`src/rtl/game_judge_pkg.sv`:
```
// game_judge_pkg
//   Shared definitions for the rhythm-game timing judge.
//   - JUDGE_* : 2-bit judge codes, also decoded by the 7-segment judge display
//   - state_t : note FSM states (waiting for a note / note active awaiting press)
package game_judge_pkg;

    localparam logic [1:0] JUDGE_IDLE    = 2'b00;
    localparam logic [1:0] JUDGE_MISS    = 2'b01;
    localparam logic [1:0] JUDGE_NORMAL  = 2'b10;
    localparam logic [1:0] JUDGE_PERFECT = 2'b11;

    typedef enum logic {
        ST_IDLE = 1'b0,
        ST_LATE = 1'b1
    } state_t;

endpackage

```
`src/rtl/u_game_btn_sync.sv`:
```
// u_game_btn_sync
//   Brings the raw player button into the clk domain and turns each rising
//   edge into a single-cycle event.
//   Ports:
//     clk          system clock
//     rst          asynchronous active-low reset
//     i_btn        raw button, active-high, asynchronous to clk
//     o_press_evt  one-cycle pulse per button press (held button = one pulse)
module u_game_btn_sync (
    input  logic clk,
    input  logic rst,
    input  logic i_btn,
    output logic o_press_evt
);

    logic sync1;
    logic sync2;
    logic sync_d;

    always_ff @(posedge clk or negedge rst) begin
        if (!rst) begin
            sync1  <= 1'b0;
            sync2  <= 1'b0;
            sync_d <= 1'b0;
        end else begin
            sync1  <= i_btn;
            sync2  <= sync1;
            sync_d <= sync2;
        end
    end

    assign o_press_evt = sync2 & ~sync_d;

endmodule

```
`src/rtl/u_game_judge.sv`:
```
// u_game_judge
//   Grades a player's button press against a note's ideal hit instant as
//   PERFECT / NORMAL / MISS, holds the grade for the judge display, and keeps
//   a running combo count.
//   Ports:
//     clk          system clock
//     rst          asynchronous active-low reset
//     i_note       one-cycle pulse at a note's ideal hit instant
//     i_btn        raw player button, active-high, asynchronous
//     o_judge      judge code: 00 IDLE, 01 MISS, 10 NORMAL, 11 PERFECT
//     o_judge_stb  one-cycle pulse on every new judgement
//     o_combo      consecutive PERFECT/NORMAL count, saturating at 255
module u_game_judge
    import game_judge_pkg::*;
#(
    parameter int PERFECT_WIN = 2_500_000,
    parameter int NORMAL_WIN  = 7_500_000,
    parameter int HOLD_CYCLES = 25_000_000,
    parameter int CNT_W       = 25
) (
    input  logic       clk,
    input  logic       rst,
    input  logic       i_note,
    input  logic       i_btn,
    output logic [1:0] o_judge,
    output logic       o_judge_stb,
    output logic [7:0] o_combo
);

    localparam logic [CNT_W-1:0] P_LIM   = CNT_W'(PERFECT_WIN);
    localparam logic [CNT_W-1:0] N_LIM   = CNT_W'(NORMAL_WIN);
    localparam logic [CNT_W-1:0] AGE_MAX = CNT_W'(NORMAL_WIN + 1);
    localparam logic [CNT_W-1:0] HOLD_LD = CNT_W'(HOLD_CYCLES - 1);
    localparam logic [CNT_W-1:0] ONE     = CNT_W'(1);

    state_t           state;
    state_t           state_nx;
    logic             press_evt;
    logic             press_pending;
    logic [CNT_W-1:0] press_age;
    logic [CNT_W-1:0] late_cnt;
    logic [CNT_W-1:0] hold_cnt;
    logic             pend_ok;
    logic             judge_vld;
    logic [1:0]       judge_code;
    logic             late_clr;

    u_game_btn_sync u_btn_sync (
        .clk         (clk),
        .rst         (rst),
        .i_btn       (i_btn),
        .o_press_evt (press_evt)
    );

    // A pending press whose age has run past the NORMAL window is stale for
    // the one cycle before press_pending drops.
    assign pend_ok = press_pending && (press_age <= N_LIM);

    always_ff @(posedge clk or negedge rst) begin
        if (!rst) begin
            state <= ST_IDLE;
        end else begin
            state <= state_nx;
        end
    end

    always_comb begin
        state_nx   = state;
        judge_vld  = 1'b0;
        judge_code = JUDGE_IDLE;
        late_clr   = 1'b0;
        case (state)
            ST_IDLE: begin
                if (i_note) begin
                    if (press_evt) begin
                        judge_vld  = 1'b1;
                        judge_code = JUDGE_PERFECT;
                    end else if (pend_ok) begin
                        judge_vld  = 1'b1;
                        judge_code = (press_age <= P_LIM) ? JUDGE_PERFECT : JUDGE_NORMAL;
                    end else begin
                        state_nx = ST_LATE;
                        late_clr = 1'b1;
                    end
                end
            end
            ST_LATE: begin
                if (press_evt) begin
                    judge_vld  = 1'b1;
                    judge_code = (late_cnt <= P_LIM) ? JUDGE_PERFECT : JUDGE_NORMAL;
                    state_nx   = ST_IDLE;
                end else if (i_note || (late_cnt == N_LIM)) begin
                    judge_vld  = 1'b1;
                    judge_code = JUDGE_MISS;
                    state_nx   = ST_IDLE;
                end
                // A new note always (re)starts the late window, whatever
                // happened to the old one this cycle.
                if (i_note) begin
                    state_nx = ST_LATE;
                    late_clr = 1'b1;
                end
            end
            default: state_nx = ST_IDLE;
        endcase
    end

    // Early-press tracking and late-window counter.
    always_ff @(posedge clk or negedge rst) begin
        if (!rst) begin
            press_pending <= 1'b0;
            press_age     <= '0;
            late_cnt      <= '0;
        end else begin
            if ((state == ST_IDLE) && i_note) begin
                press_pending <= 1'b0;
            end else if ((state == ST_IDLE) && press_evt) begin
                press_pending <= 1'b1;
                press_age     <= '0;
            end else if (press_pending) begin
                if (press_age > N_LIM) begin
                    press_pending <= 1'b0;
                end
                if (press_age != AGE_MAX) begin
                    press_age <= press_age + ONE;
                end
            end

            if (late_clr || (state_nx == ST_IDLE)) begin
                late_cnt <= '0;
            end else begin
                late_cnt <= late_cnt + ONE;
            end
        end
    end

    // Judge display hold, strobe and combo.
    always_ff @(posedge clk or negedge rst) begin
        if (!rst) begin
            o_judge     <= JUDGE_IDLE;
            o_judge_stb <= 1'b0;
            o_combo     <= '0;
            hold_cnt    <= '0;
        end else begin
            if (judge_vld) begin
                o_judge     <= judge_code;
                o_judge_stb <= 1'b1;
                hold_cnt    <= HOLD_LD;
                if (judge_code == JUDGE_MISS) begin
                    o_combo <= '0;
                end else if (o_combo != 8'hFF) begin
                    o_combo <= o_combo + 8'd1;
                end
            end else begin
                o_judge_stb <= 1'b0;
                if (o_judge != JUDGE_IDLE) begin
                    if (hold_cnt == '0) begin
                        o_judge <= JUDGE_IDLE;
                    end else begin
                        hold_cnt <= hold_cnt - ONE;
                    end
                end
            end
        end
    end

endmodule

```
`config.mk`:
```
export PLATFORM = sky130hd
export DESIGN_NAME = u_game_judge
export DESIGN_NICKNAME = d
export VERILOG_FILES = /design/src/rtl/game_judge_pkg.sv /design/src/rtl/u_game_btn_sync.sv /design/src/rtl/u_game_judge.sv
export SDC_FILE = /design/constraint.sdc
export NUM_CORES = 1
export LEC_CHECK = 0
export ABC_CLOCK_PERIOD_IN_PS = 2500
export CORE_MARGIN = 2
export CORE_UTILIZATION = 62
export CTS_CLUSTER_DIAMETER = 120
export DETAILED_ROUTE_END_ITERATION = 16
export PLACE_DENSITY = 0.8
export SETUP_SLACK_MARGIN = 0.5
export SLEW_MARGIN = 20
export SYNTH_ARGS = -nofsm -noshare
export SYNTH_HDL_FRONTEND = slang
export SYNTH_HIERARCHICAL = 1
export SYNTH_SLANG_ARGS = --single-unit
```
`constraint.sdc`:
```
create_clock -name clk -period 2.5 [get_ports clk]
set_clock_uncertainty 0.1 [all_clocks]
set_input_delay 0.5 -clock clk [delete_from_list [all_inputs] [get_ports clk]]
set_output_delay 0.5 -clock clk [all_outputs]
set_load 0.01 [all_outputs]
```
==> impl_metrics.ini, run 1 <==
[final_layout]
nets = 644
layout_common_cells = dfrtp_1, nor2_1, buf_4, nand2_1, xnor2_1
layout_commonest_cell = dfrtp_1
syn_to_final_growth_pct = 29.46
stdcell_area_mm2 = 0.006664
fillCellCount = 417
drive_gt1_frac = 0.2900
n_antenna_cell = 0
final_cells = 743

[timing]
drv_slew = 0
fin_crit_sh = 0.9870
layout_min_cycle_time_ns = 2.468
whs_ns = 0.2987
setup_violations = 0
fin_ws_ns = 0.03248
hold_viol_final = 0
rsz0062_at_grt = true
worst_pin_slew_ns = 0.5399
max_clock_freq_mhz = 405.3
maxSlewHeadroom = 0.6355

[global_routing]
grt_first_pass_wirelength_um = 20600
grt.total_usage = 0.2863
antenna_found_initial = 0
grt_pass1_vias = 4259
grt_max_degree = 57
grt_overflow = 0

[worst_hold_path]
hold_class = reg -> reg
holdPathStages = 0

[placement]
place_congestion = 0.8235
post_dp_cell_area_mm2 = 0.005583
placement.io_buffers = 14
hpwl_um = 7735
pre_cts_ws_ns = 0.1161
dp_cells = 678

[worst_setup_path]
cp_common_cell = buf_6
critical_path_class = reg -> reg
path_cells = nor4_4, nand4_1, o311ai_4, buf_6, nor2_4, a21boi_4, buf_6, a311o_1
cp_max_fo = 8
critical_path_arrival_ns = 2.68
start_kind = register
critical_path.max_stage_delay_ns = 0.51
critPathSlowestCell = dfrtp_1
cp_num_buf_inv = 2
setup.worst_path.end_class = register
worstPathRequired_ns = 2.72
worst_r2r_path_depth = 8
crit_cells = 8
critPathTopFamily = compound AO/OA/AOI/OAI gates

[logic_synthesis]
ys_warn_count = 6
syn_nets = 561
synth_cell_types = 71
postSynthAreaPerCell_um2 = 9.359
async_flop_share = 1.000
synth-seq-cells = 91
synth.cell_area_mm2 = 0.005147
synth_edf_count = 0
syn-instance-count = 550
ys_seq_area_frac = 0.4424
ys.flop_type = dfrtp_1

[power_and_ir_drop]
p_leak_nw = 2.714
vdd_drop_max_mv = 0.4055
power_frac_seq = 0.453
power_density_mw_per_mm2 = 578.3
intPower_mw = 2.535
power_frac_comb = 0.285
power.share.clock = 0.262
power_switching_mw = 1.318
p_sw_frac = 0.3421

[clocking]
htree_num_levels = 3
cts_root_buf = clkbuf_8
insertion_delay_ns = 0.39
cts_inserted_buffers = 9
cts_tree = done
clock_path_buffers = 2
cts_sinks = 91
clkSlewWorstSetupHoldPaths_ns = 0.11

[detailed_routing]
first_pass_iters = 5
vias = 4926
drt-total-wl_um = 15600
drcViolationCount = 0
avgRoutedWirePerCell_um = 20.99
drt_iter0_drc = 531
viasPerCell = 6.630
postRouteAntennaNets = 0

[die]
die_x_um = 95.12
io_pins = 15
coreArea_mm2 = 0.008134
start_util = 0.6328
die-area_mm2 = 0.009047
core.rowCount = 33
dieHeight_um = 95.12

[run_status]
outcome = complete, no violations

[run]
maxCapViolCount = 0
[area by class of cell]
class                           instances  area [um2]  area share
Multi-Input combinational cell        415        3115      0.4675
Sequential cell                        91        2295      0.3443
Timing Repair Buffer                   90       825.8      0.1239
Tap cell                              105       131.4     0.01971
Clock buffer                            9       123.9     0.01859
Inverter                               26       100.1     0.01502
Clock inverter                          7       72.57     0.01089
[timing repair]
action                                  CTS  global route
hold buffers                              1             0
hold endpoints to repair                  4             0
gates cloned                              1             2
resized for setup                        37            77
pin swaps                                12            37
setup buffers                            22            23
endpoints found under the setup margin   75            89
[worst reg2reg max path: stages, from the launching register on]
cell	delay, ns
dfrtp_1	0.51
nor4_4	0.37
nand4_1	0.26
o311ai_4	0.31
buf_6	0.16
nor2_4	0.05
a21boi_4	0.30
buf_6	0.19
a311o_1	0.17
[metrics by stage]
stage / utilization / TNS [ns] / power, mW
6_report: 0.8193 / 0 / 3.854
5_1_grt: 0.8193 / -0.03158 / 4.004
4_1_cts: 0.7531 / 0 / 3.581
3_5_place_dp: 0.6864 / 0 / 2.472
3_3_place_gp: 0.6864 / 0 / 2.439
2_1_floorplan: - / 0 / 2.192
[flip-flops by register name, summed over array words and instances, names as in the netlist]
name / flops
o_judge: 2
u_btn_sync/sync2: 1
press_age: 25
state: 1
u_btn_sync/sync1: 1
u_btn_sync/sync_d: 1
hold_cnt: 25
late_cnt: 25
o_combo: 8
press_pending: 1
o_judge_stb: 1
[final timing paths]
kind                                  start          endpoint  slack (ns)
setup / recovery              press_age[19]        o_judge[0]        0.03
hold / removal             u_btn_sync/sync1  u_btn_sync/sync2        0.30
setup reg to reg              press_age[19]        o_judge[0]        0.03
hold reg to reg            u_btn_sync/sync1  u_btn_sync/sync2        0.30
max in group asynchronous               rst      press_age[5]        1.07
min in group asynchronous               rst      hold_cnt[14]        0.51
[kinds of logic (layout without fill, tap and decap cells)]
group                      count (synthesis)  after routing  synth area share
xor gates and xnor gates                  61             61            0.1038
adders and majority gates                  7              7           0.01701
and+or+nand+nor                          275            275            0.2817
AOI/OAI and AO/OA                         72             72            0.1169
buffers and inverters                     44            132           0.03816
DFF                                       91             91            0.4424
[cell usage after synthesis (2+ instances only)]
master     count  area share
dfrtp_1       91        0.44
nor2_1        77       0.056
nand2_1       46       0.034
nand3_1       34       0.033
xnor2_1       34       0.058
xor2_1        27       0.046
inv_1         25       0.018
nor3_1        23       0.022
nand4_1       14       0.017
nor4_1        14       0.017
a21oi_1       12       0.012
and3_1        12       0.015
or3_1         12       0.015
o21ai_0       11       0.011
clkbuf_1       9      0.0066
ha_1           7       0.017
and4_1         6       0.010
o31ai_1        6      0.0087
buf_2          4      0.0039
nor2b_1        4      0.0049
nor4bb_1       4      0.0078
a211oi_1       3      0.0044
a32oi_1        3      0.0051
and2_1         3      0.0036
buf_4          3      0.0044
nand2b_1       3      0.0036
nor4b_1        3      0.0051
o211ai_1       3      0.0044
o21bai_1       3      0.0044
or2_2          3      0.0036
or4_1          3      0.0044
a221o_1        2      0.0039
a2bb2oi_1      2      0.0034
a31oi_1        2      0.0024
buf_6          2      0.0044
nand4b_1       2      0.0034
o21a_1         2      0.0029
o22a_1         2      0.0034
o32a_1         2      0.0039
[power by group through the flow]
stage               Clock [mW]  Sequential, mW  Combinational, mW
detailed placement           0            1.78              0.697
finish                    1.01            1.75               1.10
floorplan                    0            1.76              0.435
global route              1.09            1.76               1.16
global placement             0            1.77              0.672
CTS                       1.00            1.72              0.855
[metal layers]
| layer | track usage | part of all wire | up-vias |
|---|---|---|---|
| met1 | 0.3965 | 0.40 | 2418 |
| met5 | 0 | 0 | - |
| li1 | - | - | 2119 |
| met3 | 0.03874 | 0.076 | 60 |
| met2 | 0.4589 | 0.48 | 329 |
| met4 | 0.1087 | 0.039 | 0 |
Power figures use the tool's default switching activity.
==> inputs of run 2 (changes only) <==
--- a/config.mk
+++ b/config.mk
@@ -9,6 +9,7 @@
 export CORE_MARGIN = 2
-export CORE_UTILIZATION = 62
+export CORE_UTILIZATION = 63
+export CTS_BUF_LIST = sky130_fd_sc_hd__clkbuf_4
 export CTS_CLUSTER_DIAMETER = 120
 export DETAILED_ROUTE_END_ITERATION = 16
-export PLACE_DENSITY = 0.8
+export PLACE_DENSITY = 0.81
 export SETUP_SLACK_MARGIN = 0.5
==> constraint.sdc (replaced) <==
create_clock -name clk -period 2.5 [get_ports clk]
set_clock_uncertainty 0.1 [all_clocks]
set_input_delay 0.375 -clock clk [delete_from_list [all_inputs] [get_ports clk]]
set_output_delay 0.375 -clock clk [all_outputs]
set_load 0.01 [all_outputs]
==> run 2 against run 1 <==
  * Final cell count is 3.0% higher
  * Hold slack worse by 0.059 ns
  * Non-clock buffer count is 24 higher
  * Flip-flop and latch count stayed put
  * Count of clock-buffer cells in the layout stayed put
  * First-iteration DRC count is 56% higher
  * Critical path depth is 1 lower
  * Design area is 7.5% higher
  * Wire length is 38% higher
  * The flow now finishes with violations (setup timing)
  * Combinational power is 23% higher
  * Clock power is 8% lower
  * Sequential share of layout area is 2.2 points lower
==> impl_metrics.ini, run 2 (synthesis results as in run 1) <==
[run_status]
outcome = finished, violations left
failed_checks = setup timing

[clocking]
insertion_delay_ns = 0.49
clkSlewWorstSetupHoldPaths_ns = 0.18
cts_sinks = 91
htree_num_levels = 3
cts_inserted_buffers = 9
cts_tree = done
cts_root_buf = clkbuf_4
clock_path_buffers = 2

[detailed_routing]
drt-total-wl_um = 21520
first_pass_iters = 7
avgRoutedWirePerCell_um = 28.14
vias = 5750
viasPerCell = 7.516
drcViolationCount = 0
drt_iter0_drc = 831
postRouteAntennaNets = 0

[worst_setup_path]
critical_path_arrival_ns = 3.06
cp_max_fo = 4
startpoint = hold_cnt[5]
start_kind = register
critical_path_class = reg -> reg
path_cells = or4_1, nor3_2, buf_4, nand2_1, nor4_2, xnor2_1, nor2_1
worst_r2r_path_depth = 7
critical_path.max_stage_delay_ns = 0.63
r2r_end = hold_cnt[17]
r2r_slack_ns = -0.26
worstPathRequired_ns = 2.80
reg2reg_from = hold_cnt[5]
setup.worst_path.end_class = register
critical_path.endpoint = hold_cnt[17]
critPathSlowestCell = or4_1

[placement]
place_congestion = 0.8465
placement.io_buffers = 14
pre_cts_ws_ns = 0.05609
hpwl_um = 7806

[timing]
max_clock_freq_mhz = 362.0
rsz0062_at_grt = true
layout_min_cycle_time_ns = 2.762
worst_pin_slew_ns = 0.6979
setup_violations = 15
fin_ws_ns = -0.2621
maxSlewHeadroom = 0.5307
fin_crit_sh = 1.105
drv_slew = 0
whs_ns = 0.2400
setup_tns_ns = -0.9178
hold_viol_final = 0

[final_layout]
fillCellCount = 226
drive_gt1_frac = 0.3861
n_antenna_cell = 0
seq_area_mm2 = 0.002306
syn_to_final_growth_pct = 39.18
reg.largest.list = hold_cnt x25, late_cnt x25, press_age x25
layout_common_cells = buf_4, nor2_1, dfrtp_1, nand2_1, xnor2_1
layout_commonest_cell = buf_4
multi_input_area_mm2 = 0.003371
nets = 669

[global_routing]
grt_overflow = 0
antenna_found_initial = 0
grt_first_pass_wirelength_um = 22630
grt.total_usage = 0.3253
grt_max_degree = 55
grt_pass1_vias = 4670

[die]
die_x_um = 94.39
io_pins = 15
start_util = 0.6593
die-area_mm2 = 0.008909
core.rowCount = 32
dieHeight_um = 94.39
coreArea_mm2 = 0.007807

[power_and_ir_drop]
intPower_mw = 2.573
vdd_drop_max_mv = 0.4795
power_frac_comb = 0.331
p_sw_frac = 0.3676
power_switching_mw = 1.496
power_frac_seq = 0.440
power.share.clock = 0.229
p_leak_nw = 2.967
power_density_mw_per_mm2 = 567.9

[run]
maxCapViolCount = 0

[worst_hold_path]
hold_class = in -> reg
min-delay-start = i_btn
[run 2: cell types whose count changed in the layout (fill, tap and decap cells not counted), moves of 5 or more]
cell,delta
dfrtp_1,-9
clkbuf_8,-9
nor2_1,-7
nor3_2,+5
nand2_2,+10
nand2_1,-12
buf_4,+20
dfrtp_2,+9
clkbuf_4,+9
[run 2: layout make-up]
class,instances,area share
Clock inverter,7,0.01205
Tap cell,102,0.01781
Multi-Input combinational cell,415,0.4705
Timing Repair inverter,1,0.001222
Inverter,26,0.01467
Clock buffer,9,0.009431
Sequential cell,91,0.3219
Timing Repair Buffer,114,0.1525
[run 2: worst min path at each step]
stage                       end  slack (ns)  depth (start not counted)
5_1_grt        u_btn_sync/sync1        0.20                          1
4_1_cts        u_btn_sync/sync1        0.25                          1
3_5_place_dp   u_btn_sync/sync2        0.24                          0
6_report       u_btn_sync/sync1        0.24                          1
2_1_floorplan       hold_cnt[0]       -0.02                          0
3_3_place_gp   u_btn_sync/sync2        0.23                          0
[run 2: through the flow]
step	area (um2)	total power, mW	util	std cells
after CTS	6324	3.559	0.8099	729
after floorplan	5218	2.192	-	550
after detailed placement	5564	2.481	0.7127	673
after global placement	5564	2.444	0.7127	673
after global routing	7164	4.168	0.9176	765
final	7164	4.068	0.9176	765
[run 2: power by group through the flow]
| stage | combinational [mW] | sequential, mW | clock, mW |
|---|---|---|---|
| 6_report | 1.35 | 1.79 | 0.934 |
| 5_1_grt | 1.38 | 1.79 | 0.992 |
| 4_1_cts | 0.935 | 1.75 | 0.877 |
| 3_3_place_gp | 0.670 | 1.77 | 0 |
| 3_5_place_dp | 0.700 | 1.78 | 0 |
| 2_1_floorplan | 0.435 | 1.76 | 0 |
[run 2: what timing repair did]
item | CTS | global route
hold buffers | 1 | 0
pin swaps | 26 | 50
gates cloned | 2 | 5
setup buffers | 37 | 31
setup endpoints to repair | 80 | 91
hold endpoints to repair | 37 | 0
gates resized for setup | 67 | 117
[run 2: per-layer routing]
metal  global-route usage  up-vias  part of all wire
met5                    0        -                 0
met4               0.1425        0              0.10
met3              0.05188      255              0.14
met2               0.5321      702              0.44
met1               0.4319     2622              0.32
li1                     -     2171                 -
[run 2: critical path, delay by kind of cell, from the launching register on]
family                 cells  cell delay (ns)
AND/OR/NAND/NOR            5             1.62
buffers and inverters      1             0.25
XOR/XNOR                   1             0.20
flip-flops                 1             0.50
==> inputs of run 3 (changes only) <==
- ABC_AREA: not set -> 1
- SYNTH_HIERARCHICAL: 1 -> not set
==> run 3 against run 2 <==
  * Design area rose by 4.1%
  * Combinational power rose by 110%
  * Wire length fell by 16%
  * Non-clock buffer count fell by 17
  * Count of clock-buffer cells in the layout rose by 1
  * Total power rose by 46%
  * Global-route usage fell by 1.6 points
  * Utilization fell by 7.1 points
  * The flow finishes with violations (DRC)
  * Register-to-register slack improved by 0.59 ns
  * Synthesized cell count rose by 37%
==> impl_metrics.ini, run 3 <==
[worst_setup_path]
critPathSlowestCell = dfrtp_1
critical_path_class = reg -> reg
start_kind = register
path_cells = buf_6, inv_2, ha_4, nand2_2, nor2_1, nand2_1, nand3_2, nand2_4, nor2_4, nand3_4, nand2_4, nand2_8, nand2_1, nand2_1
critical_path.max_stage_delay_ns = 0.45
setup.worst_path.end_class = register
critical_path_arrival_ns = 2.43
cp_common_cell = nand2_1
worstPathRequired_ns = 2.76
cp_max_fo = 8

[final_layout]
n_antenna_cell = 0
syn_to_final_growth_pct = 28.91
layout_commonest_cell = nand2_1
final_cells = 963
post-route-util = 0.8471
nets = 861
drive_gt1_frac = 0.3216
layout_common_cells = nand2_1, nor2_1, dfrtp_1, buf_4, inv_1
stdcell_area_mm2 = 0.007460
reg.largest.list = hold_cnt x25, late_cnt x25, press_age x25
fillCellCount = 480

[die]
die_x_um = 99.84
die-area_mm2 = 0.009968
dieHeight_um = 99.84
start_util = 0.6571
coreArea_mm2 = 0.008806
core.rowCount = 34
io_pins = 15

[global_routing]
grt_pass1_vias = 5283
antenna_found_initial = 0
grt.total_usage = 0.3093
grt_first_pass_wirelength_um = 24610
grt_max_degree = 92
grt_overflow = 0

[detailed_routing]
drt-total-wl_um = 18110
postRouteAntennaNets = 0
route.met3.wl_um = 1478
wirelength_met1_um = 6779
met2WireLength_um = 8948
avgRoutedWirePerCell_um = 18.80
top_layer = met4
drcViolationCount = 2
first_pass_iters = 12
viasPerCell = 6.214
vias = 5984
drt_iter0_drc = 412

[logic_synthesis]
synth_cell_types = 43
ys.flop_type = dfrtp_1
ys_seq_area_frac = 0.3935
syn-instance-count = 753
yosysMostFrequentCell = nand2_1
synth-seq-cells = 91
netlist_top_cells_count = nand2_1, nor2_1, dfrtp_1
syn_nets = 764
synth_top_cell_by_area = dfrtp_1
synth_edf_count = 0
async_flop_share = 1.000
ys_warn_count = 0
synth_top_area_frac = 0.3935
postSynthAreaPerCell_um2 = 7.685
synth.cell_area_mm2 = 0.005787
synth.top_cells.by_area = dfrtp_1, nand2_1, nor2_1

[timing]
maxSlewHeadroom = 0.6696
layout_min_cycle_time_ns = 2.173
setup_tns_ns = 0
rsz0062_at_grt = true
drv_slew = 0
max_clock_freq_mhz = 460.1
hold_viol_final = 0
fin_crit_sh = 0.8693
setup_violations = 0
fin_ws_ns = 0.3266
worst_pin_slew_ns = 0.4955

[clocking]
cts_sinks = 91
clkSlewWorstSetupHoldPaths_ns = 0.16
htree_num_levels = 3
insertion_delay_ns = 0.46
cts_root_buf = clkbuf_4
clock_path_buffers = 2
cts_inserted_buffers = 9
cts_tree = done

[run_status]
outcome = finished, violations left
failed_checks = DRC

[power_and_ir_drop]
vdd_drop_max_mv = 0.5762
power_density_mw_per_mm2 = 797.0
p_leak_nw = 3.215

[placement]
dp_cells = 869
placement.io_buffers = 14
place_congestion = 0.9188
hpwl_um = 9846
post_dp_cell_area_mm2 = 0.006026
pre_cts_ws_ns = 0.2604

[run]
maxCapViolCount = 0

[worst_hold_path]
hold_class = in -> reg
run 3: stage by stage:
| stage | hold slack [ns] | power (mW) |
|---|---|---|
| detailed placement | 0.2529 | 3.994 |
| global route | 0.2381 | 6.264 |
| global placement | 0.2350 | 3.940 |
| CTS | 0.2447 | 5.140 |
| finish | 0.2390 | 5.945 |
| floorplan | -0.02059 | 3.517 |
run 3: kinds of logic after synthesis:
group	after synthesis	synth area share
flops	91	0.3935
buf+inv	91	0.07243
simple gates	427	0.3494
xor+xnor	54	0.08173
compound gates	83	0.08779
fa+ha+maj	7	0.01513
run 3: final timing paths:
| path | from | to | slack, ns | depth (start not counted) |
|---|---|---|---|---|
| min | i_btn | u_btn_sync.sync1 | 0.24 | 1 |
| max in group asynchronous | rst | o_combo[3] | 1.51 | 3 |
| min reg2reg | u_btn_sync.sync1 | u_btn_sync.sync2 | 0.29 | 0 |
| max | late_cnt[1] | o_combo[5] | 0.33 | 14 |
| max reg2reg | late_cnt[1] | o_combo[5] | 0.33 | 14 |
| min in group asynchronous | rst | late_cnt[15] | 0.38 | 3 |
run 3: power by group:
group | leakage [nW] | internal [mW] | total, mW | switching (mW)
Combinational | 1.99 | 1.23 | 2.88 | 1.65
Clock | 0.0809 | 0.330 | 0.895 | 0.565
Sequential | 1.14 | 1.79 | 2.18 | 0.387
run 3: worst max-delay path, delay by kind of cell (launching register included):
family	cells	cell delay [ns]
buffers and inverters	2	0.20
AND/OR/NAND/NOR	11	1.19
flip-flops	1	0.45
adder cells (fa/ha/maj)	1	0.12
run 3: cell type report:
cell class,instances,area [um2],share of cell area
Clock inverter,6,71.32,0.009561
Multi-Input combinational cell,574,3621,0.4854
Inverter,76,334.1,0.04478
Timing Repair Buffer,97,907.1,0.1216
Clock buffer,10,75.07,0.01006
Sequential cell,91,2305,0.3090
Timing Repair inverter,1,11.26,0.001510
Tap cell,108,135.1,0.01811
run 3: timing repair:
| item | CTS | global route |
|---|---|---|
| endpoints found under the hold margin | 91 | 0 |
| pin swaps | 9 | 38 |
| setup endpoints to repair | 53 | 71 |
| setup buffers | 29 | 43 |
| hold buffers | 1 | 0 |
| resized for setup | 44 | 125 |
| gates cloned | 3 | 2 |
run 3: layer usage:
| layer | vias up | track usage |
|---|---|---|
| li1 | 2668 | - |
| met3 | 105 | 0.04666 |
| met4 | 0 | 0.1212 |
| met5 | - | 0 |
| met1 | 2825 | 0.4187 |
| met2 | 386 | 0.5057 |
